## src/rtl/spi_pkg.sv

```systemverilog
// Shared types and constants for the SPI slave front end.
package spi_pkg;

   localparam int unsigned RX_W_DEF = 10;
   localparam int unsigned TX_W_DEF = 8;
   localparam int unsigned CNT_W    = 4;

   typedef enum logic [2:0] {
      IDLE,
      CHK_CMD,
      WRITE,
      READ_ADD,
      READ_DATA
   } spi_state_e;

   // Sub-phase inside WRITE / READ_ADD / READ_DATA
   typedef enum logic [1:0] {
      PH_RX,
      PH_WAIT,
      PH_TX,
      PH_DONE
   } spi_phase_e;

   localparam logic [1:0] OP_WR_ADDR = 2'b00;
   localparam logic [1:0] OP_WR_DATA = 2'b01;
   localparam logic [1:0] OP_RD_ADDR = 2'b10;
   localparam logic [1:0] OP_RD_DATA = 2'b11;

   // True when a completed word's opcode is legal for the state that received it
   function automatic logic opcode_ok(input spi_state_e st, input logic [1:0] op);
      case (st)
         WRITE:     return (op == OP_WR_ADDR) || (op == OP_WR_DATA);
         READ_ADD:  return op == OP_RD_ADDR;
         READ_DATA: return op == OP_RD_DATA;
         default:   return 1'b0;
      endcase
   endfunction

endpackage

```

## src/rtl/spi_tx_shifter.sv

```systemverilog
// Loads RAM read data and shifts it MSB-first onto MISO over TX_W cycles.
module spi_tx_shifter
   import spi_pkg::*;
#(
   parameter int unsigned TX_W = TX_W_DEF
) (
   input  logic            clk,
   input  logic            rst_n,
   input  logic            clr,
   input  logic            load,
   input  logic [TX_W-1:0] din,
   output logic            miso,
   output logic            done_c
);

   localparam int unsigned        TXC_W = $clog2(TX_W);
   localparam logic [TXC_W-1:0]   LAST  = TXC_W'(TX_W - 1);

   logic [TX_W-1:0]  sh;
   logic [TXC_W-1:0] cnt;
   logic             busy;

   // Last active edge: miso drops back to 0 here
   assign done_c = busy && (cnt == LAST);

   always_ff @(posedge clk or negedge rst_n) begin
      if (!rst_n) begin
         sh   <= '0;
         cnt  <= '0;
         busy <= 1'b0;
         miso <= 1'b0;
      end else if (clr) begin
         sh   <= '0;
         cnt  <= '0;
         busy <= 1'b0;
         miso <= 1'b0;
      end else if (load) begin
         sh   <= {din[TX_W-2:0], 1'b0};
         cnt  <= '0;
         busy <= 1'b1;
         miso <= din[TX_W-1];
      end else if (busy) begin
         if (cnt == LAST) begin
            busy <= 1'b0;
            miso <= 1'b0;
         end else begin
            miso <= sh[TX_W-1];
            sh   <= {sh[TX_W-2:0], 1'b0};
            cnt  <= cnt + TXC_W'(1);
         end
      end
   end

endmodule

```

## src/rtl/spi_slave_if.sv

```systemverilog
// SPI slave serial front end: MOSI -> rx_data words, RAM read data -> MISO.
// Optional SPI_OPCODE_CHECK_EN drops words whose opcode does not fit the state.
module spi_slave_if
   import spi_pkg::*;
#(
   parameter int unsigned RX_W = RX_W_DEF,
   parameter int unsigned TX_W = TX_W_DEF
) (
   input  logic            clk,
   input  logic            rst_n,
   input  logic            SS_n,
   input  logic            MOSI,
   output logic            MISO,
   output logic [RX_W-1:0] rx_data,
   output logic            rx_valid,
   input  logic [TX_W-1:0] tx_data,
   input  logic            tx_valid
);

   localparam logic [CNT_W-1:0] LAST_BIT = CNT_W'(RX_W - 1);

   spi_state_e       state, state_nxt;
   spi_phase_e       phase, phase_nxt;
   logic [CNT_W-1:0] cnt, cnt_nxt;
   logic [RX_W-2:0]  rx_sh, rx_sh_nxt;
   logic [RX_W-1:0]  rx_data_nxt;
   logic             rx_valid_nxt;
   logic             rd_addr_seen, rd_addr_seen_nxt;
   logic [RX_W-1:0]  word;
   logic             word_ok;
   logic             load_c;
   logic             done_c;

   assign word = {rx_sh, MOSI};

`ifdef SPI_OPCODE_CHECK_EN
   assign word_ok = opcode_ok(state, word[RX_W-1 -: 2]);
`else
   assign word_ok = 1'b1;
`endif

   always_ff @(posedge clk or negedge rst_n) begin
      if (!rst_n) begin
         state        <= IDLE;
         phase        <= PH_RX;
         cnt          <= '0;
         rx_sh        <= '0;
         rx_data      <= '0;
         rx_valid     <= 1'b0;
         rd_addr_seen <= 1'b0;
      end else begin
         state        <= state_nxt;
         phase        <= phase_nxt;
         cnt          <= cnt_nxt;
         rx_sh        <= rx_sh_nxt;
         rx_data      <= rx_data_nxt;
         rx_valid     <= rx_valid_nxt;
         rd_addr_seen <= rd_addr_seen_nxt;
      end
   end

   always_comb begin
      state_nxt = state;
      if (state != IDLE && SS_n) begin
         state_nxt = IDLE;
      end else begin
         case (state)
            IDLE:    if (!SS_n) state_nxt = CHK_CMD;
            CHK_CMD: state_nxt = !MOSI ? WRITE : (rd_addr_seen ? READ_DATA : READ_ADD);
            default: state_nxt = state;
         endcase
      end
   end

   always_comb begin
      phase_nxt        = phase;
      cnt_nxt          = cnt;
      rx_sh_nxt        = rx_sh;
      rx_data_nxt      = rx_data;
      rx_valid_nxt     = 1'b0;
      rd_addr_seen_nxt = rd_addr_seen;
      load_c           = 1'b0;
      if (state == IDLE || SS_n) begin
         phase_nxt = PH_RX;
         cnt_nxt   = '0;
         rx_sh_nxt = '0;
      end else if (state == CHK_CMD) begin
         phase_nxt = PH_RX;
         rx_sh_nxt = (RX_W - 1)'(MOSI);
         cnt_nxt   = CNT_W'(1);
      end else begin
         case (phase)
            PH_RX: begin
               rx_sh_nxt = {rx_sh[RX_W-3:0], MOSI};
               cnt_nxt   = cnt + CNT_W'(1);
               if (cnt == LAST_BIT) begin
                  cnt_nxt   = '0;
                  phase_nxt = PH_DONE;
                  if (word_ok) begin
                     rx_data_nxt  = word;
                     rx_valid_nxt = 1'b1;
                     if (state == READ_ADD)  rd_addr_seen_nxt = 1'b1;
                     if (state == READ_DATA) phase_nxt = PH_WAIT;
                  end
               end
            end
            PH_WAIT: begin
               if (tx_valid) begin
                  load_c    = 1'b1;
                  phase_nxt = PH_TX;
               end
            end
            PH_TX: begin
               if (done_c) begin
                  rd_addr_seen_nxt = 1'b0;
                  phase_nxt        = PH_DONE;
               end
            end
            default: phase_nxt = phase;
         endcase
      end
   end

   spi_tx_shifter #(.TX_W(TX_W)) u_tx (
      .clk    (clk),
      .rst_n  (rst_n),
      .clr    (SS_n),
      .load   (load_c),
      .din    (tx_data),
      .miso   (MISO),
      .done_c (done_c)
   );

endmodule

```

## config.mk

```make
export PLATFORM = sky130hd
export DESIGN_NAME = spi_slave_if
export DESIGN_NICKNAME = d
export VERILOG_FILES = /design/src/rtl/spi_pkg.sv /design/src/rtl/spi_tx_shifter.sv /design/src/rtl/spi_slave_if.sv
export SDC_FILE = /design/constraint.sdc
export NUM_CORES = 1
export LEC_CHECK = 0
export CORE_MARGIN = 2
export CORE_UTILIZATION = 58
export CTS_BUF_LIST = sky130_fd_sc_hd__clkbuf_2 sky130_fd_sc_hd__clkbuf_4 sky130_fd_sc_hd__clkbuf_8
export CTS_CLUSTER_DIAMETER = 60
export DETAILED_ROUTE_END_ITERATION = 16
export PLACE_DENSITY = 0.8
export RECOVER_POWER = 100
export SYNTH_ARGS = -nofsm -noshare
export SYNTH_HDL_FRONTEND = slang
export SYNTH_HIERARCHICAL = 1
export SYNTH_SLANG_ARGS = --single-unit
```

## constraint.sdc

```tcl
create_clock -name clk -period 2.8 [get_ports clk]
set_input_delay 0.42 -clock clk [delete_from_list [all_inputs] [get_ports clk]]
set_output_delay 0.42 -clock clk [all_outputs]
set_load 0.01 [all_outputs]
```

After elaboration in Yosys (flattened, before gate mapping). Cells that the tools add are included.

Input bits: 13. Register bits: 43. Logic and storage cells: 93. Output and inout bits: 12.

Equal/unequal tests: 15. Bitwise operators: 2. Add/subtract/negate cells: 2. Reductions and logical operators: 16. Muxes and demuxes: 47.

Operator list (count): $mux W8 (4); $mux W9 (3); $mux W3 (8); $mux W1 (19); $mux W4 (4); $mux W2 (6); $ne A4 B4 Y1 const B (3); $reduce_bool A3 Y1 (4); $reduce_and A4 Y1 (2); $eq A3 B3 Y1 const B (2); $ne A2 B2 Y1 const B (3); $ne A3 B3 Y1 const B (2); $pmux W2 S3 (1); $pmux W3 S2 (1); $reduce_and A6 Y1 (1); $reduce_bool A5 Y1 (1); $add A4 B1 Y4 const B (1); $eq A4 B4 Y1 const B (1); $reduce_and A2 Y1 (2); $add A3 B1 Y3 const B (1); $eq A3 B1 Y1 const B (1); $eq A3 B2 Y1 const B (1); $logic_not A3 Y1 (1); $eq A2 B1 Y1 const B (1); other kinds (7) (9).

Longest topological paths before layout.
Depth after elaboration: 6. Depth in mapped cells: 8.

By module. The synthesis kept the hierarchy.

By module, submodules not included: spi_slave_if (area each 1492.7 um^2, times used 1, cells an instance 125); spi_tx_shifter (area each 674.4 um^2, times used 1, cells an instance 61).

Least setup slack after synthesis. Ideal clock, no wire load.

Path type: register -> register. Start: reg state[2]. End: reg u_tx.sh[1]. Period minus slack after synthesis: 1.953 ns. Arrival time: 1.873 ns. Cell stages (with the launch flop): 8. Path slack: 0.847 ns. Cell sequence: dfrtp_1 > o21bai_2 > clkbuf_1 > nor2_1 > buf_6 > buf_6 > or3b_1 > a21oi_1.

Cells in the longest elaborated chain, start to end: 5.

RTL lines: start: declaration (line spi_slave_if.sv:22) `spi_state_e state, state_nxt;`; start signal: assignment (line spi_slave_if.sv:52) `state <= state_nxt;`; $eq A3 B1 Y1 or $logic_not A3 Y1 (tied branches) (line spi_slave_if.sv:87, spi_slave_if.sv:83); $mux W1 or $logic_or A1 B1 Y1 (tied branches) (line spi_slave_if.sv:87, spi_slave_if.sv:83); $mux W1 (*) (line spi_slave_if.sv:83) `if (state == IDLE || SS_n) begin`; net load_c (line spi_slave_if.sv:31) `logic load_c;`; $ne A3 B3 Y1 (no line), or another cell as far along; $reduce_and A2 Y1 (no line) or $mux W8 (tied branches); end signal: assignment (line spi_tx_shifter.sv:38) `sh <= {din[TX_W-2:0], 1'b0};`; end signal: assignment (line spi_tx_shifter.sv:48) `sh <= {sh[TX_W-2:0], 1'b0};`; end: declaration (line spi_tx_shifter.sv:19) `logic [TX_W-1:0] sh;`.

The timed path passes the listed nets; every way through them passes the cells marked *. A chain may end at the register's enable or synchronous reset.

Final worst setup path.
Start: reg phase[1]. End: reg phase[0].

Cells in the longest elaborated chain, start to end: 4.

RTL lines: start: declaration (line spi_slave_if.sv:23) `spi_phase_e phase, phase_nxt;`; start signal: assignment (line spi_slave_if.sv:53) `phase <= phase_nxt;`; $eq A2 B2 Y1, or another cell as far along (line spi_slave_if.sv:92) `case (phase)`; $pmux W2 S3 (line spi_slave_if.sv:92); $mux W2 (line spi_slave_if.sv:87) `end else if (state == CHK_CMD) begin`; $mux W2 (line spi_slave_if.sv:83).

Parallel ways exist; a longest one is shown, timed or not.

==> reports/results.ini <==
[worst_setup_path]
r2r_start = phase[1]
r2r-end = phase[0]
worst_setup_path_end_kind = flop
arrival_ps = 2420
crit_end = phase[0]
reg2regPathDepth = 7
cp-start-kind = flop
crit_start = phase[1]
crit_type = reg2reg
cp.required_ps = 3010
cp_max_fo = 15
reg2reg_slack_ps = 580

[logic_synthesis]
synth_edf_count = 0
synth_flop_cell = dfrtp_1
ys_ff_latch = 42
synth_area_mm2 = 0.00217
ys_types = 44
synthArstFlopShare_pct = 100
synth_top_area_share_pct = 48.5
seq_area_frac_synth_pct = 48.5
synth_area_leaders = dfrtp_1 48%, mux2_4 6.2%, mux2i_1 5.1%
netlist_instances = 186
yosysWarnings = 6
synth_area_leader_cell = dfrtp_1
syn_avg_cell_area_um2 = 11.7
synth_nets = 207

[final_layout]
layout_common_cells = 42 x dfrtp_1, 25 x nor2_1, 13 x nor3_1, 13 x dlygate4sd3_1, 11 x mux2i_1
stdcell_count = 259
layout_commonest_cell = dfrtp_1
fillCellCount = 302
drive_gt1_share_pct = 9.95
nets = 231
diodes = 0
final_core_util_pct = 66.6
finalInstanceArea_mm2 = 0.00242
area_delta_synth_final_pct = 11.7

[sta]
rsz0062_at_grt = no
setup-tns-final_ps = 0
worst_pin_slew_ps = 898
max_freq_ghz = 0.451
max_slew_margin_pct = 40.1
final-max-slew-violation-count = 0
post-route-min-period_ps = 2220
finalSetupViolCount = 0
worst_slack_ps = 583
hold_viol_final = 0
skew_ps = 5.09
fin_crit_sh_pct = 79.2

[place]
numPortBuffers = 24
post-place-ws_ps = 545
gp_congestion = 0.821
dp.cells = 251
dp_hpwl_mm = 2.56
placed_area_mm2 = 0.00239

[power_and_ir_drop]
leakage_uw = 0.00119
powerDensity_mw_per_mm2 = 497
max-vdd-ir-drop_v = 0.000331

[global_routing]
grt_pass1_vias = 1510
grt.met1_usage_pct = 24.0
use_met3_pct = 5.48
antenna_found_initial = 0
globalRouteOverflowTotal = 0
grt_pass1_wl_mm = 6.61
grt_max_degree = 43
grt-busiest-layer = met2
gr-usage-met2_pct = 35.1
grtUsageTotal_pct = 20.3

[routing]
drc = 0
wl_per_cell_um = 14.0
firstDrtPassIters = 4
viasPerCell = 5.54
antenna_left = 0
routed_wl_mm = 3.63
drt_iter0_markers = 72
vias = 1435

[flow_run]
cap_violations = 0

[clock_tree]
cts_resized = 0
clk_latency_ps = 290
ctsHoldBuffers = 0
cts_max_level = 2
cts_setup_buffers = 0
cts_sinks = 42
cts.root.buffer_cell = clkbuf_8
cts-buffers-inserted = 5
clk_pin_slew_ps = 80
cts_buffer_depth = 2
cts_tree = done

[floorplan]
fp.dieArea_mm2 = 0.00424
die_y_um = 65.1
core_area_mm2 = 0.00363
fp.dieW_um = 65.1
start_util_pct = 59.6
rows = 22
io_pins = 25

[status]
status = completed

[worst_hold_path]
hold_class = in2async

==> how the worst min path moves through the flow <==
stage | from | end | cells after the start
2_1_floorplan | rst_n | cnt[0] | 0
6_report | rst_n | cnt[1] | 1
3_3_place_gp | rx_data[2] | rx_data[2] | 1
5_1_grt | rst_n | u_tx/sh[3] | 1
3_5_place_dp | rx_data[6] | rx_data[6] | 1
4_1_cts | rst_n | rx_data[1] | 1
==> logic make-up (layout without fill, tap and decap cells) <==
kind of cell | Yosys count | count (layout) | synth area share [%]
DFF | 42 | 42 | 48.5
adders and majority gates | 8 | 8 | 4.62
buffers and inverters | 17 | 42 | 5.48
AOI/OAI and AO/OA | 30 | 30 | 12.8
muxes | 21 | 21 | 11.8
xor gates and xnor gates | 1 | 1 | 0.404
and+or+nand+nor | 67 | 67 | 16.3
==> critical path, stage by stage, from the launching register on <==
cell and delay, ps:
dfrtp_1 390, inv_1 130, ha_1 180, buf_4 240, nor2_1 70, a2111oi_1 760, nor2_1 130, a211oi_2 230
==> flip-flops by register name (all words and copies together), names as in the netlist <==
name / flops
rx_data: 10
rx_sh: 9
u_tx/sh: 7
cnt: 4
state: 3
u_tx/cnt: 3
phase: 2
rd_addr_seen: 1
rx_valid: 1
u_tx/busy: 1
u_tx/miso: 1
==> final cells by class <==
type	count	area, µm²	share of cell area [%]
timing repair buffer	27	258	10.6
inverter	7	26.3	1.09
tap	48	60.1	2.48
sequential	42	1050	43.4
clock buffer	6	76.3	3.15
multi-input combinational	127	912	37.7
clock inverter	2	37.5	1.55
==> synthesized netlist by cell type, types with 2 or more instances <==
| cell type | n |
|---|---|
| o21ai_0 | 5 |
| inv_1 | 7 |
| mux2_4 | 9 |
| mux2i_1 | 11 |
| nor2_1 | 25 |
| buf_6 | 4 |
| nor3_1 | 13 |
| buf_4 | 2 |
| nor2b_1 | 9 |
| a2111oi_2 | 6 |
| nand2_1 | 8 |
| nand3b_1 | 2 |
| dfrtp_1 | 42 |
| ha_1 | 8 |
| a21oi_1 | 6 |
==> routing by layer <==
| metal | share of wire, % | wire length, µm | vias up |
|---|---|---|---|
| met5 | 0 | 0 | - |
| met4 | 1.4 | 50 | 0 |
| met3 | 3.5 | 128 | 6 |
| met2 | 51 | 1850 | 25 |
| met1 | 44 | 1600 | 703 |
| li1 | - | - | 701 |
==> report_power, final <==
part           switching (µW)  internal (µW)  total (µW)
Clock                     204            276         480
Combinational            57.7           40.9        98.6
Sequential               10.6            614         625
==> per-stage QoR <==
| stage | total power (µW) | hold slack (ps) |
|---|---|---|
| global route | 1260 | 336 |
| floorplan | 699 | 124 |
| CTS | 1220 | 281 |
| detailed placement | 743 | 496 |
| global placement | 740 | 492 |
| finish | 1200 | 254 |
(Power assumes the default switching activity.)
